--- src/rtl/fifo_rd_packer_pkg.sv ---
// -----------------------------------------------------------------------------
// fifo_rd_packer_pkg
// Shared constants and helpers for the FIFO read-side byte packer.
//   FIFO_DATA_W        : byte width delivered by the async FIFO (fixed at 8)
//   PACK_BYTES_DEFAULT : default number of bytes packed per output word
//   MAX_PACK           : largest supported PACK_BYTES
//   keep_mask(n)       : mask with the low n bits set (n = 0..MAX_PACK)
// -----------------------------------------------------------------------------
package fifo_rd_packer_pkg;

    localparam int FIFO_DATA_W        = 8;
    localparam int PACK_BYTES_DEFAULT = 4;
    localparam int MAX_PACK           = 8;

    // Returned at MAX_PACK width; callers cast down to their lane count.
    function automatic logic [MAX_PACK-1:0] keep_mask(input logic [3:0] n);
        logic [MAX_PACK-1:0] m;
        m = '0;
        for (int i = 0; i < MAX_PACK; i++) begin
            m[i] = (i < int'(n));
        end
        return m;
    endfunction

endpackage

--- src/rtl/fifo_rd_packer_outreg.sv ---
// -----------------------------------------------------------------------------
// fifo_rd_packer_outreg
// Output holding register for the packer's valid/ready master stream.
// A load captures a new word and raises m_valid; an accept without a
// same-cycle load drops m_valid. Payload holds while m_valid && !m_ready.
// Ports:
//   clk, rst_n        : clock, asynchronous active-low reset
//   load              : capture load_* this cycle (caller guarantees slot free)
//   load_data/keep/last : word being handed over
//   m_ready           : downstream accept
//   m_valid/m_data/m_keep/m_last : registered stream outputs
// -----------------------------------------------------------------------------
module fifo_rd_packer_outreg #(
    parameter int DATA_W = 32,
    parameter int KEEP_W = 4
) (
    input  logic              clk,
    input  logic              rst_n,
    input  logic              load,
    input  logic [DATA_W-1:0] load_data,
    input  logic [KEEP_W-1:0] load_keep,
    input  logic              load_last,
    input  logic              m_ready,
    output logic              m_valid,
    output logic [DATA_W-1:0] m_data,
    output logic [KEEP_W-1:0] m_keep,
    output logic              m_last
);

    always_ff @(posedge clk or negedge rst_n) begin
        if (!rst_n) begin
            m_valid <= 1'b0;
            m_data  <= '0;
            m_keep  <= '0;
            m_last  <= 1'b0;
        end else if (load) begin
            // Covers both an empty slot and accept-and-reload in one cycle.
            m_valid <= 1'b1;
            m_data  <= load_data;
            m_keep  <= load_keep;
            m_last  <= load_last;
        end else if (m_ready) begin
            m_valid <= 1'b0;
        end
    end

endmodule

--- src/rtl/fifo_rd_packer.sv ---
// -----------------------------------------------------------------------------
// fifo_rd_packer
// Read-side consumer of the async FIFO. Pops bytes through the FIFO's
// r_en/data_out/empty interface, packs PACK_BYTES of them (first byte in
// lane 0) and offers the word on a valid/ready stream. A flush pulse closes
// the current partial word with a keep mask and m_last=1.
// Ports:
//   rclk, rrst   : read clock, asynchronous active-low reset
//   fifo_empty   : FIFO empty flag
//   fifo_r_en    : FIFO read enable (combinational)
//   fifo_data    : FIFO data, valid one cycle after fifo_r_en
//   flush        : single-cycle request to emit the partial word
//   m_valid/m_ready/m_data/m_keep/m_last : output word stream
//   busy         : any byte in flight, assembling, awaiting accept, or flush pending
// -----------------------------------------------------------------------------
module fifo_rd_packer
    import fifo_rd_packer_pkg::*;
#(
    parameter int PACK_BYTES = PACK_BYTES_DEFAULT,
    parameter int DATA_W     = FIFO_DATA_W,
    parameter int CNT_W      = $clog2(PACK_BYTES + 1)
) (
    input  logic                         rclk,
    input  logic                         rrst,
    input  logic                         fifo_empty,
    output logic                         fifo_r_en,
    input  logic [DATA_W-1:0]            fifo_data,
    input  logic                         flush,
    output logic                         m_valid,
    input  logic                         m_ready,
    output logic [DATA_W*PACK_BYTES-1:0] m_data,
    output logic [PACK_BYTES-1:0]        m_keep,
    output logic                         m_last,
    output logic                         busy
);

    localparam logic [CNT_W-1:0] CNT_FULL = CNT_W'(PACK_BYTES);

    logic [CNT_W-1:0]                      count;
    logic                                  inflight;
    logic                                  flush_pend;
    logic [PACK_BYTES-1:0][DATA_W-1:0]     asm_q;

    logic [CNT_W:0]          occupancy;
    logic                    slot_free;
    logic                    full_xfer;
    logic                    flush_ready;
    logic                    part_xfer;
    logic                    load;
    logic [PACK_BYTES-1:0]   load_keep;

    // Bytes already in the assembly register plus the one on its way.
    assign occupancy = {1'b0, count} + {{CNT_W{1'b0}}, inflight};

    // Gated by rrst so the enable is low while reset is held, even though
    // it is otherwise combinational from fifo_empty.
    assign fifo_r_en = rrst && !fifo_empty && !flush_pend
                       && (occupancy < {1'b0, CNT_FULL});

    assign slot_free   = !m_valid || m_ready;
    assign full_xfer   = (count == CNT_FULL) && slot_free;
    // A flush waits for the in-flight byte to land before closing the word.
    assign flush_ready = flush_pend && !inflight;
    assign part_xfer   = flush_ready && (count != '0) && (count != CNT_FULL) && slot_free;
    assign load        = full_xfer || part_xfer;

    // keep_mask(PACK_BYTES) is all ones, so one expression serves both cases.
    assign load_keep = PACK_BYTES'(keep_mask(4'(count)));

    always_ff @(posedge rclk or negedge rrst) begin
        if (!rrst) begin
            count      <= '0;
            inflight   <= 1'b0;
            flush_pend <= 1'b0;
        end else begin
            inflight <= fifo_r_en;

            // Issue gating keeps a landing byte and a transfer from
            // ever coinciding, so the two branches are exclusive.
            if (load) begin
                count <= '0;
            end else if (inflight) begin
                count <= count + CNT_W'(1);
            end

            // A flush seen while one is already pending is dropped.
            if (!flush_pend) begin
                flush_pend <= flush;
            end else if (load || (flush_ready && count == '0)) begin
                flush_pend <= 1'b0;
            end
        end
    end

    // Lane insertion: the landing byte goes into lane[count].
    for (genvar i = 0; i < PACK_BYTES; i++) begin : g_lane
        always_ff @(posedge rclk or negedge rrst) begin
            if (!rrst) begin
                asm_q[i] <= '0;
            end else if (load) begin
                asm_q[i] <= '0;
            end else if (inflight && count == CNT_W'(i)) begin
                asm_q[i] <= fifo_data;
            end
        end
    end

    fifo_rd_packer_outreg #(
        .DATA_W (DATA_W * PACK_BYTES),
        .KEEP_W (PACK_BYTES)
    ) u_outreg (
        .clk       (rclk),
        .rst_n     (rrst),
        .load      (load),
        .load_data (asm_q),
        .load_keep (load_keep),
        .load_last (flush_pend),
        .m_ready   (m_ready),
        .m_valid   (m_valid),
        .m_data    (m_data),
        .m_keep    (m_keep),
        .m_last    (m_last)
    );

    assign busy = inflight || (count != '0) || m_valid || flush_pend;

endmodule

--- config.mk ---
export PLATFORM = sky130hd
export DESIGN_NAME = fifo_rd_packer
export DESIGN_NICKNAME = d
export VERILOG_FILES = /design/src/rtl/fifo_rd_packer_pkg.sv /design/src/rtl/fifo_rd_packer_outreg.sv /design/src/rtl/fifo_rd_packer.sv
export SDC_FILE = /design/constraint.sdc
export NUM_CORES = 1
export LEC_CHECK = 0
export BUFFER_PORTS_ARGS = -buffer_cell sky130_fd_sc_hd__buf_4
export CORE_UTILIZATION = 51
export CTS_BUF_LIST = sky130_fd_sc_hd__clkbuf_4 sky130_fd_sc_hd__clkbuf_8
export DETAILED_ROUTE_END_ITERATION = 8
export PLACE_DENSITY = 0.77
export SLEW_MARGIN = 10
export SYNTH_ARGS = -nofsm -noshare
export SYNTH_HDL_FRONTEND = slang
export SYNTH_HIERARCHICAL = 1
export SYNTH_SLANG_ARGS = --single-unit
export TNS_END_PERCENT = 30
--- constraint.sdc ---
create_clock -name rclk -period 3.7 [get_ports rclk]
set_clock_uncertainty 0.15 [all_clocks]
set_input_delay 1.11 -clock rclk [delete_from_list [all_inputs] [get_ports rclk]]
set_output_delay 1.11 -clock rclk [all_outputs]
set_load 0.005 [all_outputs]
==> impl_metrics.csv <==
group,metric,value,unit
critical_path,r2r_end,"u_outreg/m_data[7]",
grt,grt_pass1_wl,8940,µm
clocking,clock-sinks,75,
grt,globalRouteTotalUtil,0.188,
clocking,cts_hold_buf,0,
pwr,vdd_drop_max,0.463,mV
die,coreArea,5920,µm²
pwr,power_switching,0.916,mW
route,first_pass_iters,4,
grt,grt_max_degree,76,
clocking,clk_pin_slew,70,ps
route,drc,0,
timing,max_freq,0.292,GHz
synth,syn_area,3150,µm²
synth,synth_nets,248,
timing,setup_viol_count_final,0,
pwr,p_clk_frac,0.220,
timing,period_share,0.924,
die,die-height,80.6,µm
route,antenna_left,0,
die,die_width,80.6,µm
die,die_area,6490,µm²
pwr,combPwrFrac,0.347,
critical_path,critPathMaxFanout,2,
placed_design,place_inst,347,
clocking,post-cts-setup-buffer-count,0,
critical_path,crit_cells,4,
grt,grt-ovfl-total,0,
critical_path,setup.worst_path.end_class,"output port",
route,drt_wl_total,5500,µm
synth,synth_top_area_share,0.596,
critical_path,cp_top_family,"simple AND/OR/NAND/NOR gates",
clocking,cts_buffers,9,
critical_path,crit_buf_inv,2,
synth,synth-seq-cells,75,
grt,grt_pass1_vias,1771,
critical_path,critPathMaxStageDelay,600,ps
placed_design,gp_congestion,0.734,
critical_path,crit_top_cell,"buf_4",
min_path,hold_class,"flop to flop",
placed_design,io_buffers,52,
min_path,worstHoldStart,"asm_q[27]",
synth,syn_inst,232,
final_layout,layout-drive-gt1-share,0.390,
clocking,cts_tree,"done",
critical_path,crit_required,2440,ps
timing,min_period,3420,ps
synth,yosys.area.top_type,"dfrtp_1",
clocking,htreeDepth,3,
final_layout,area_growth,19.9,%
route,viasPerCell,5.03,
timing,slew_violations,0,
synth,ys_types,28,
critical_path,worstPathArrival,2160,ps
synth,synth.avg_cell_area,13.6,µm²
pwr,pwr_density_cell,800,nW/µm²
final_layout,finalNonFillerCells,362,
timing,fin_tns_setup,0,ps
route,avgRoutedWirePerCell,15.2,µm
timing,worstMarginPinSlew,924,ps
pwr,p_seq_frac,0.433,
critical_path,worstReg2RegStart,"count[0]",
critical_path,cp-start-kind,"primary input",
clocking,cts.path.max_buffers,2,
final_layout,nets,299,
synth,synth_edf_count,0,
pwr,leakage,2.01,nW
clocking,clock_latency,340,ps
pwr,power_switching_share,0.304,
min_path,worstHoldPathCells,1,
route,drt_iter0_markers,116,
die,rows,28,
route,vias,1821,
synth,synthTopCellsByCount,"dfrtp_1, nor2_1, mux2i_1, mux2_4, nand2_1",
synth,ys_top_cells_by_area,"dfrtp_1, mux2_4, mux2i_1, mux2_2, nor2_1",
critical_path,path_cells,"buf_4, or4b_2, a31oi_1, buf_4",
critical_path,slowest_stage,"or4b_2",
die,io-pin-count,53,
synth,yosysWarnings,6,
critical_path,crit_type,"primary input to output port",
synth,synth.most_common_cell,"dfrtp_1",
timing,relSlewSlack,0.384,
die,initial_core_util,0.532,
timing,rsz0062_at_grt,"false",
clocking,ctsResizeCount,0,
synth,ys_seq_area_frac,0.596,
clocking,cts_root_buffer,"clkbuf_8",
synth,synthFlopType,"dfrtp_1",
run,maxCapViolations,0,
placed_design,dpl.hpwl,3520,µm
outcome,outcome,"completed",
critical_path,r2r_setup_slack,1230,ps
pwr,p_int,2.10,mW
final_layout,num_antenna_cells,0,
synth,async_flop_share,1.00,
min_path,hold_end,"u_outreg/m_data[27]",
critical_path,rr_worst_depth,6,
timing,hold_viol,0,
grt,grt_antenna_before_repair,0,
==> logic make-up (layout without fill, tap and decap cells) <==
family | Yosys count | in the layout | share of synthesized area
mux | 62 | 62 | 0.234
flops | 75 | 75 | 0.596
buf+inv | 19 | 74 | 0.0397
xor+xnor | 2 | 2 | 0.00557
compound gates | 13 | 13 | 0.0266
fa+ha+maj | 3 | 3 | 0.0119
simple gates | 58 | 58 | 0.0855
==> metrics by stage <==
| step | utilization | instance area, µm² | total power [mW] | setup WS (ps) | hold slack (ps) |
|---|---|---|---|---|---|
| CTS | 0.637 | 3770 | 3.05 | 272 | 358 |
| global placement | 0.602 | 3560 | 2.34 | 301 | 336 |
| detailed placement | 0.602 | 3560 | 2.38 | 272 | 340 |
| floorplan | - | 3150 | 2.03 | 529 | 329 |
| finish | 0.637 | 3770 | 3.02 | 280 | 355 |
| global route | 0.637 | 3770 | 3.21 | 248 | 365 |
==> cell usage in the layout (no fill, tap or decap) <==
| cell type | Yosys | layout |
|---|---|---|
| a21o_1 | 2 | 2 |
| a21oi_1 | 8 | 8 |
| a21oi_4 | 1 | 1 |
| a31oi_1 | 1 | 1 |
| and4b_1 | 1 | 1 |
| buf_12 | 0 | 1 |
| buf_4 | 0 | 54 |
| bufinv_16 | 0 | 2 |
| clkbuf_4 | 0 | 1 |
| clkbuf_8 | 0 | 9 |
| clkinv_2 | 0 | 2 |
| clkinv_4 | 0 | 1 |
| dfrtp_1 | 75 | 75 |
| ha_1 | 3 | 3 |
| inv_1 | 4 | 4 |
| mux2_2 | 18 | 18 |
| mux2_4 | 19 | 19 |
| mux2i_1 | 25 | 25 |
| nand2_1 | 19 | 19 |
| nand3b_1 | 2 | 2 |
| nand4b_1 | 1 | 1 |
| nor2_1 | 27 | 27 |
| nor2b_1 | 1 | 1 |
| nor4bb_2 | 0 | 1 |
| o22ai_1 | 1 | 1 |
| or2_2 | 1 | 1 |
| or3_1 | 2 | 2 |
| or3b_1 | 1 | 1 |
| or3b_2 | 1 | 1 |
| or4b_2 | 1 | 1 |
| xnor2_1 | 1 | 1 |
| xor2_1 | 1 | 1 |
==> worst register-to-register path, cell delays in order, from the launching register on <==
cell and delay [ps]:
dfrtp_1 500, inv_1 110, ha_1 240, or3b_1 400
a21oi_4 180, buf_12 350, mux2_2 420
==> worst max-delay path by stage <==
| stage | startpoint | slack, ps | endpoint |
|---|---|---|---|
| 2_1_floorplan | fifo_empty | 530 | fifo_r_en |
| 6_report | fifo_empty | 280 | fifo_r_en |
| 5_1_grt | fifo_empty | 250 | fifo_r_en |
| 3_5_place_dp | fifo_empty | 270 | fifo_r_en |
| 4_1_cts | fifo_empty | 270 | fifo_r_en |
| 3_3_place_gp | fifo_empty | 300 | fifo_r_en |
==> layer usage <==
layer	share of wire	GRT usage
met1	0.47	0.254
met2	0.48	0.289
met3	0.034	0.0477
met4	0.014	0.0750
met5	0	0
==> area by class of cell <==
cell class | instances | area (µm²)
clock inverter | 5 | 78.8
timing repair buffer | 55 | 425
fill | 449 | 2150
clock buffer | 10 | 131
multi-input combinational | 138 | 1150
tap | 75 | 93.8
sequential | 75 | 1880
inverter | 4 | 15.0
==> registers in the layout, summed over array words and instances, names as in the netlist <==
| name | count |
|---|---|
| asm_q | 32 |
| u_outreg/m_data | 32 |
| u_outreg/m_keep | 4 |
| count | 3 |
| flush_pend | 1 |
| inflight | 1 |
| u_outreg/m_last | 1 |
| u_outreg/m_valid | 1 |
==> power groups by stage <==
stage	logic, mW	registers (mW)	clock network [mW]
floorplan	0.770	1.26	0
global placement	1.03	1.31	0
detailed placement	1.06	1.32	0
CTS	1.06	1.31	0.681
global route	1.14	1.35	0.723
finish	1.05	1.31	0.665
No activity file was read; power rests on OpenSTA's default activity.
